## config.mk

```make
export PLATFORM = sky130hd
export DESIGN_NAME = video_rx_ctrl
export DESIGN_NICKNAME = d
export VERILOG_FILES = /design/src/rtl/video_rx_pkg.sv /design/src/rtl/rise_detect.sv /design/src/rtl/video_rx_ctrl.sv
export SDC_FILE = /design/constraint.sdc
export NUM_CORES = 1
export LEC_CHECK = 0
export ABC_AREA = 1
export BUFFER_PORTS_ARGS = -buffer_cell sky130_fd_sc_hd__buf_2
export CORE_UTILIZATION = 47
export DETAILED_ROUTE_END_ITERATION = 12
export HOLD_SLACK_MARGIN = 0.02
export PLACE_DENSITY = 0.79
export SLEW_MARGIN = 20
export SYNTH_ARGS = -nofsm -noshare
export SYNTH_HDL_FRONTEND = slang
export SYNTH_SLANG_ARGS = --single-unit
export TNS_END_PERCENT = 50
```

## constraint.sdc

```tcl
create_clock -name CLK_40 -period 6.1 [get_ports CLK_40]
set_clock_uncertainty 0.2 [all_clocks]
set_input_delay 0.305 -clock CLK_40 [delete_from_list [all_inputs] [get_ports CLK_40]]
set_output_delay 0.305 -clock CLK_40 [all_outputs]
set_load 0.1 [all_outputs]
```

## src/rtl/video_rx_pkg.sv

```systemverilog
// video_rx_pkg: shared state encoding and default sizes for the SPI video receiver
package video_rx_pkg;
  typedef enum logic [1:0] {IDLE, ARM, STREAM, ERROR} rx_state_t;
  localparam int WORD_W_DEF          = 24;
  localparam int WORDS_PER_FRAME_DEF = 4800;
  localparam int TIMEOUT_CYC_DEF     = 40000;
endpackage

```

## src/rtl/rise_detect.sv

```systemverilog
// rise_detect: registered previous-value rising-edge detector (clk, active-low sync rst_n, d in, rise out)
module rise_detect (
  input  logic clk,
  input  logic rst_n,
  input  logic d,
  output logic rise
);
  logic prev_q, prev_d;
  assign prev_d = d;
  assign rise   = d & ~prev_q;
  always_ff @(posedge clk)
    prev_q <= !rst_n ? 1'b0 : prev_d;
endmodule

```

## src/rtl/video_rx_ctrl.sv

```systemverilog
// video_rx_ctrl: SPI video capture sequencer; ins CLK_40/reset(n)/init/vid_start/spi_clk_sync/miso_sync/wr_ready, outs chip_select/wr_valid/wr_data/wr_addr/frame_done/frame_count/overflow/busy; VIDEO_RX_TIMEOUT_EN adds STREAM watchdog
module video_rx_ctrl
  import video_rx_pkg::*;
#(
  parameter int WORD_W          = WORD_W_DEF,
  parameter int WORDS_PER_FRAME = WORDS_PER_FRAME_DEF,
  parameter int ADDR_W          = 13,
  parameter int TIMEOUT_CYC     = TIMEOUT_CYC_DEF
) (
  input  logic              CLK_40,
  input  logic              reset,
  input  logic              init,
  input  logic              vid_start,
  input  logic              spi_clk_sync,
  input  logic              miso_sync,
  input  logic              wr_ready,
  output logic              chip_select,
  output logic              wr_valid,
  output logic [WORD_W-1:0] wr_data,
  output logic [ADDR_W-1:0] wr_addr,
  output logic              frame_done,
  output logic [15:0]       frame_count,
  output logic              overflow,
  output logic              busy
);
  localparam int BIT_W = $clog2(WORD_W);
  if (2 ** ADDR_W < WORDS_PER_FRAME || TIMEOUT_CYC < 1 || WORD_W < 2) begin : g_cfg_err
    $error("video_rx_ctrl: bad parameter set");
  end
  rx_state_t         state_q, state_d;
  logic [BIT_W-1:0]  bit_cnt_q, bit_cnt_d;
  logic [WORD_W-1:0] sr_q, sr_d, wr_data_q, wr_data_d, word;
  logic [ADDR_W-1:0] wr_addr_q, wr_addr_d;
  logic [15:0]       frame_count_q, frame_count_d;
  logic              wr_valid_q, wr_valid_d, frame_done_q, frame_done_d;
  logic              overflow_q, overflow_d, chip_select_q, chip_select_d;
  logic              spi_rise, xfer, last_bit, last_addr, timeout;
  rise_detect u_spi_rise (
    .clk  (CLK_40),
    .rst_n(reset),
    .d    (spi_clk_sync),
    .rise (spi_rise)
  );
  assign xfer      = wr_valid_q & wr_ready;
  assign last_bit  = bit_cnt_q == BIT_W'(WORD_W - 1);
  assign last_addr = wr_addr_q == ADDR_W'(WORDS_PER_FRAME - 1);
  assign word      = {sr_q[WORD_W-2:0], miso_sync};
`ifdef VIDEO_RX_TIMEOUT_EN
  localparam int WDOG_W = $clog2(TIMEOUT_CYC + 1);
  logic [WDOG_W-1:0] wdog_q, wdog_d;
  assign wdog_d  = (state_q != STREAM || spi_rise) ? '0 : wdog_q + 1'b1;
  assign timeout = state_q == STREAM && !spi_rise && wdog_q == WDOG_W'(TIMEOUT_CYC - 1);
  always_ff @(posedge CLK_40)
    wdog_q <= !reset ? '0 : wdog_d;
`else
  assign timeout = 1'b0;
`endif
  always_comb begin
    state_d       = state_q;
    bit_cnt_d     = bit_cnt_q;
    sr_d          = sr_q;
    wr_data_d     = wr_data_q;
    wr_valid_d    = wr_valid_q & ~xfer;
    wr_addr_d     = xfer ? (last_addr ? '0 : wr_addr_q + 1'b1) : wr_addr_q;
    frame_done_d  = xfer & last_addr;
    frame_count_d = frame_count_q + {15'd0, xfer & last_addr};
    overflow_d    = overflow_q;
    case (state_q)
      IDLE: state_d = init ? ARM : IDLE;
      ARM: begin
        bit_cnt_d  = '0;
        sr_d       = '0;
        wr_addr_d  = '0;
        wr_valid_d = 1'b0;
        state_d    = vid_start ? STREAM : ARM;
      end
      STREAM: begin
        if (timeout) begin
          // pending word is left to finish its handshake from ERROR
          state_d   = ERROR;
          bit_cnt_d = '0;
        end else if (spi_rise) begin
          sr_d      = word;
          bit_cnt_d = last_bit ? '0 : bit_cnt_q + 1'b1;
          if (last_bit && wr_valid_q && !wr_ready) overflow_d = 1'b1;
          else if (last_bit) begin
            wr_valid_d = 1'b1;
            wr_data_d  = word;
          end
        end
      end
      default: state_d = ERROR;
    endcase
    if (init && (state_q == STREAM || state_q == ERROR)) begin
      state_d    = ARM;
      bit_cnt_d  = '0;
      wr_valid_d = 1'b0;
      wr_addr_d  = '0;
    end
    chip_select_d = state_d == IDLE || state_d == ERROR;
  end
  always_ff @(posedge CLK_40) begin
    if (!reset) begin
      state_q       <= IDLE;
      bit_cnt_q     <= '0;
      sr_q          <= '0;
      wr_data_q     <= '0;
      wr_valid_q    <= 1'b0;
      wr_addr_q     <= '0;
      frame_done_q  <= 1'b0;
      frame_count_q <= '0;
      overflow_q    <= 1'b0;
      chip_select_q <= 1'b1;
    end else begin
      state_q       <= state_d;
      bit_cnt_q     <= bit_cnt_d;
      sr_q          <= sr_d;
      wr_data_q     <= wr_data_d;
      wr_valid_q    <= wr_valid_d;
      wr_addr_q     <= wr_addr_d;
      frame_done_q  <= frame_done_d;
      frame_count_q <= frame_count_d;
      overflow_q    <= overflow_d;
      chip_select_q <= chip_select_d;
    end
  end
  assign chip_select = chip_select_q;
  assign wr_valid    = wr_valid_q;
  assign wr_data     = wr_data_q;
  assign wr_addr     = wr_addr_q;
  assign frame_done  = frame_done_q;
  assign frame_count = frame_count_q;
  assign overflow    = overflow_q;
  assign busy        = state_q != IDLE;
endmodule

```

==> flow_summary_export.csv <==
group,metric,value,unit
status,status,"finished, final reports clean",
critical_path,start_kind,"register",
yosys,synth_area_leaders,"dfxtp_1 (47%), nand2_1 (11%), a21oi_1 (8.4%), inv_1 (6.9%), o21ai_0 (4.9%)",
cts,clock_latency,0.35,ns
critical_path,rr_endpoint,"wr_data[0]",
timing,finalCritPeriodShare,50.6,%
worst_hold_path,min_path_cells,3,
cts,clkSinkCount,88,
cts,cts_hold_buffers,1,
yosys,synth_top_family_by_area,"simple AND/OR/NAND/NOR gates",
floorplanning,initial_core_util,48.3,%
floorplanning,die_w,90.9,µm
cells_and_area,stdcell_count,661,
critical_path,critPathMaxStageDelay,0.88,ns
critical_path,path_class,"register to register",
yosys,synthFlopType,"dfxtp_1",
critical_path,reg2reg_setup_slack,3.01,ns
route,vias,3242,
critical_path,crit_family,"simple AND/OR/NAND/NOR gates",
route,detail-route-antenna-nets,0,
power,power_density,258,nW/µm²
worst_hold_path,hold_start,"miso_sync",
yosys,synth_top_area_share,47.4,%
timing,grt_setup_unrepaired,"no",
placed_design,portBuffers,64,
cells_and_area,syn2layout_area_growth,14.9,%
yosys,async_flop_share,0,%
global_route,grt_overflow,0,
yosys,post-synth-top-count-cell,"nand2_1",
global_route,grt_start_max_net_pins,49,
critical_path,worst_ep_required_time,6.18,ns
global_route,track_usage,18.3,%
power,p_leak,1.82,nW
run,drv_cap,0,
critical_path,critPathMaxFanout,48,
global_route,grt_pass1_vias,2901,
yosys,synth_compound_area_share,15.4,%
placed_design,gp_congestion,0.867,
timing,period_minus_slack,3.09,ns
floorplanning,rows,32,
yosys,synth_xor_area_share,0.943,%
yosys,seq_area_frac_synth,47.4,%
route,drtPass1Iterations,4,
route,routedWlPerCell,11.1,µm
critical_path,crit_cells,7,
cts,cts_tree,"built",
cts,cts_max_level,3,
yosys,syn_area_per_cell,7.50,µm²
worst_hold_path,hp-class,"primary input to register",
yosys,syn_area,3710,µm²
critical_path,crit_chain,"inv_1 > ha_1 > nand3_1 > clkinv_1 > nand3_2 > o21ai_0 > a21oi_1",
critical_path,rr_startpoint,"state_q[0]",
timing,hold_violations,0,
cts,clockRootBuffer,"clkbuf_8",
timing,slew_headroom,40.9,%
timing,timing.final.ws_setup,3.01,ns
floorplanning,coreArea,7690,µm²
floorplanning,dieArea,8260,µm²
route,drcViolationCount,0,
route,drt_iter0_drc,148,
timing,setup_viol,0,
power,irDropWorstVdd,0.000241,V
yosys,syn-num-nets,511,
critical_path,cp.arrival,3.17,ns
yosys,yosysTopAreaCell,"dfxtp_1",
yosys,synth.top_cells.by_count,"nand2_1 (106), dfxtp_1 (88), inv_1 (68), a21oi_1 (62), nor2_1 (45)",
cts,numCtsBuffers,9,
cts,path_clk_slew,0.09,ns
placed_design,dp.cells,644,
yosys,yosysUniqueCellTypes,38,
timing,drv_slew,0,
yosys,syn_inst,495,
critical_path,cp_slowest_cell,"nand3_2",
floorplanning,die_y,90.9,µm
yosys,muxShareOfSynthArea,0,%
global_route,grt_pass1_wl,12400,µm
route,wirelength,7350,µm
cells_and_area,fin_nets,570,
cells_and_area,n_antenna_cell,0,
route,vias_per_cell,4.90,
cts,post-cts-setup-buffer-count,0,
critical_path,cp-end-kind,"register",
placed_design,dp_slack,3.09,ns
cells_and_area,drive_gt1_share,16.3,%
yosys,synth-simple-area-share,22.8,%
timing,worst_pin_slew,0.886,ns
yosys,synth-edff-count,0,
global_route,antenna_found_initial,0,
yosys,ys_seq_elements,88,
placed_design,dpl.hpwl,5190,µm
timing,max_freq,324,MHz
critical_path,crit_buf_inv,2,
cts,clk_path_buf_depth,2,
timing,tns,0,ns
cts,postCtsResizedCells,0,
cells_and_area,post-route-util,55.5,%
yosys,yosys_warnings,0,
floorplanning,ios,65,
critical_path,rr_worst_depth,7,
yosys,synthAdderAreaFrac,3.03,%
worst_hold_path,min_to,"sr_q[0]",
-- report_power, final --
| group | switching [mW] | internal, mW | leakage (nW) |
|---|---|---|---|
| Sequential | 0.00353 | 0.579 | 0.709 |
| Clock | 0.216 | 0.206 | 0.104 |
| Combinational | 0.0783 | 0.0207 | 1.00 |
-- registers in the layout (all words and copies together) (netlist names) --
register	count
wr_data	24
sr_q	23
frame_count	16
wr_addr	13
bit_cnt_q	5
state_q	2
chip_select	1
frame_done	1
overflow	1
u_spi_rise.prev_q	1
wr_valid	1
-- worst register-to-register path, delay by kind of cell (launching register included) --
kind,cells,cell delay [ns]
AND/OR/NAND/NOR,2,1.05
buffers and inverters,2,0.72
AO/OA/AOI/OAI,2,0.41
flip-flops,1,0.40
adder cells (fa/ha/maj),1,0.24
-- routing by layer --
| metal | GRT usage [%] | vias up | part of all wire [%] |
|---|---|---|---|
| met1 | 22.4 | 1452 | 47 |
| li1 | - | 1707 | - |
| met4 | 7.28 | 0 | 1.3 |
| met5 | 0 | - | 0 |
| met2 | 30.9 | 77 | 47 |
| met3 | 4.04 | 6 | 5.0 |
-- worst max path at each step --
stage                           from               to  slack [ns]
after floorplan           wr_addr[1]  frame_count[12]        3.02
after global placement    state_q[0]       wr_data[0]        3.24
after detailed placement  state_q[0]      wr_data[13]        3.09
after CTS                 state_q[0]       wr_data[0]        3.04
after global routing      state_q[0]       wr_data[0]        2.69
final                     state_q[0]       wr_data[0]        3.01
-- metrics by stage --
stage          total power, mW  hold WS [ns]  cell area [µm²]
2_1_floorplan            0.680         0.198             3710
3_3_place_gp             0.693         0.232             4050
3_5_place_dp             0.694         0.235             4050
4_1_cts                   1.11        0.0278             4270
5_1_grt                   1.15        0.0371             4270
6_report                  1.10        0.0299             4270
-- cells in the final DEF, fill, tap and decap left out, types with 10 or more instances in the layout --
| master | n |
|---|---|
| dfxtp_1 | 88 |
| o21ai_0 | 36 |
| inv_1 | 68 |
| nor3_1 | 10 |
| nand3_1 | 15 |
| clkbuf_8 | 10 |
| nand2_1 | 106 |
| buf_2 | 64 |
| a21oi_1 | 62 |
| nor2_1 | 45 |
-- cells by family (layout without fill, tap and decap cells) --
family | after synthesis | in the layout
buffers and inverters | 89 | 153
AOI/OAI and AO/OA | 109 | 109
adders and majority gates | 9 | 9
xor gates and xnor gates | 4 | 4
DFF | 88 | 88
and+or+nand+nor | 196 | 196
-- layout make-up --
type	instances	area (µm²)
multi-input cells	318	1570
fillers	732	3420
clock inverters	6	72.6
inverters	72	270
repair buffers	65	330
flip-flops and latches	88	1760
clock buffers	10	138
well taps	102	128
No activity file was read; power rests on OpenSTA's default activity.
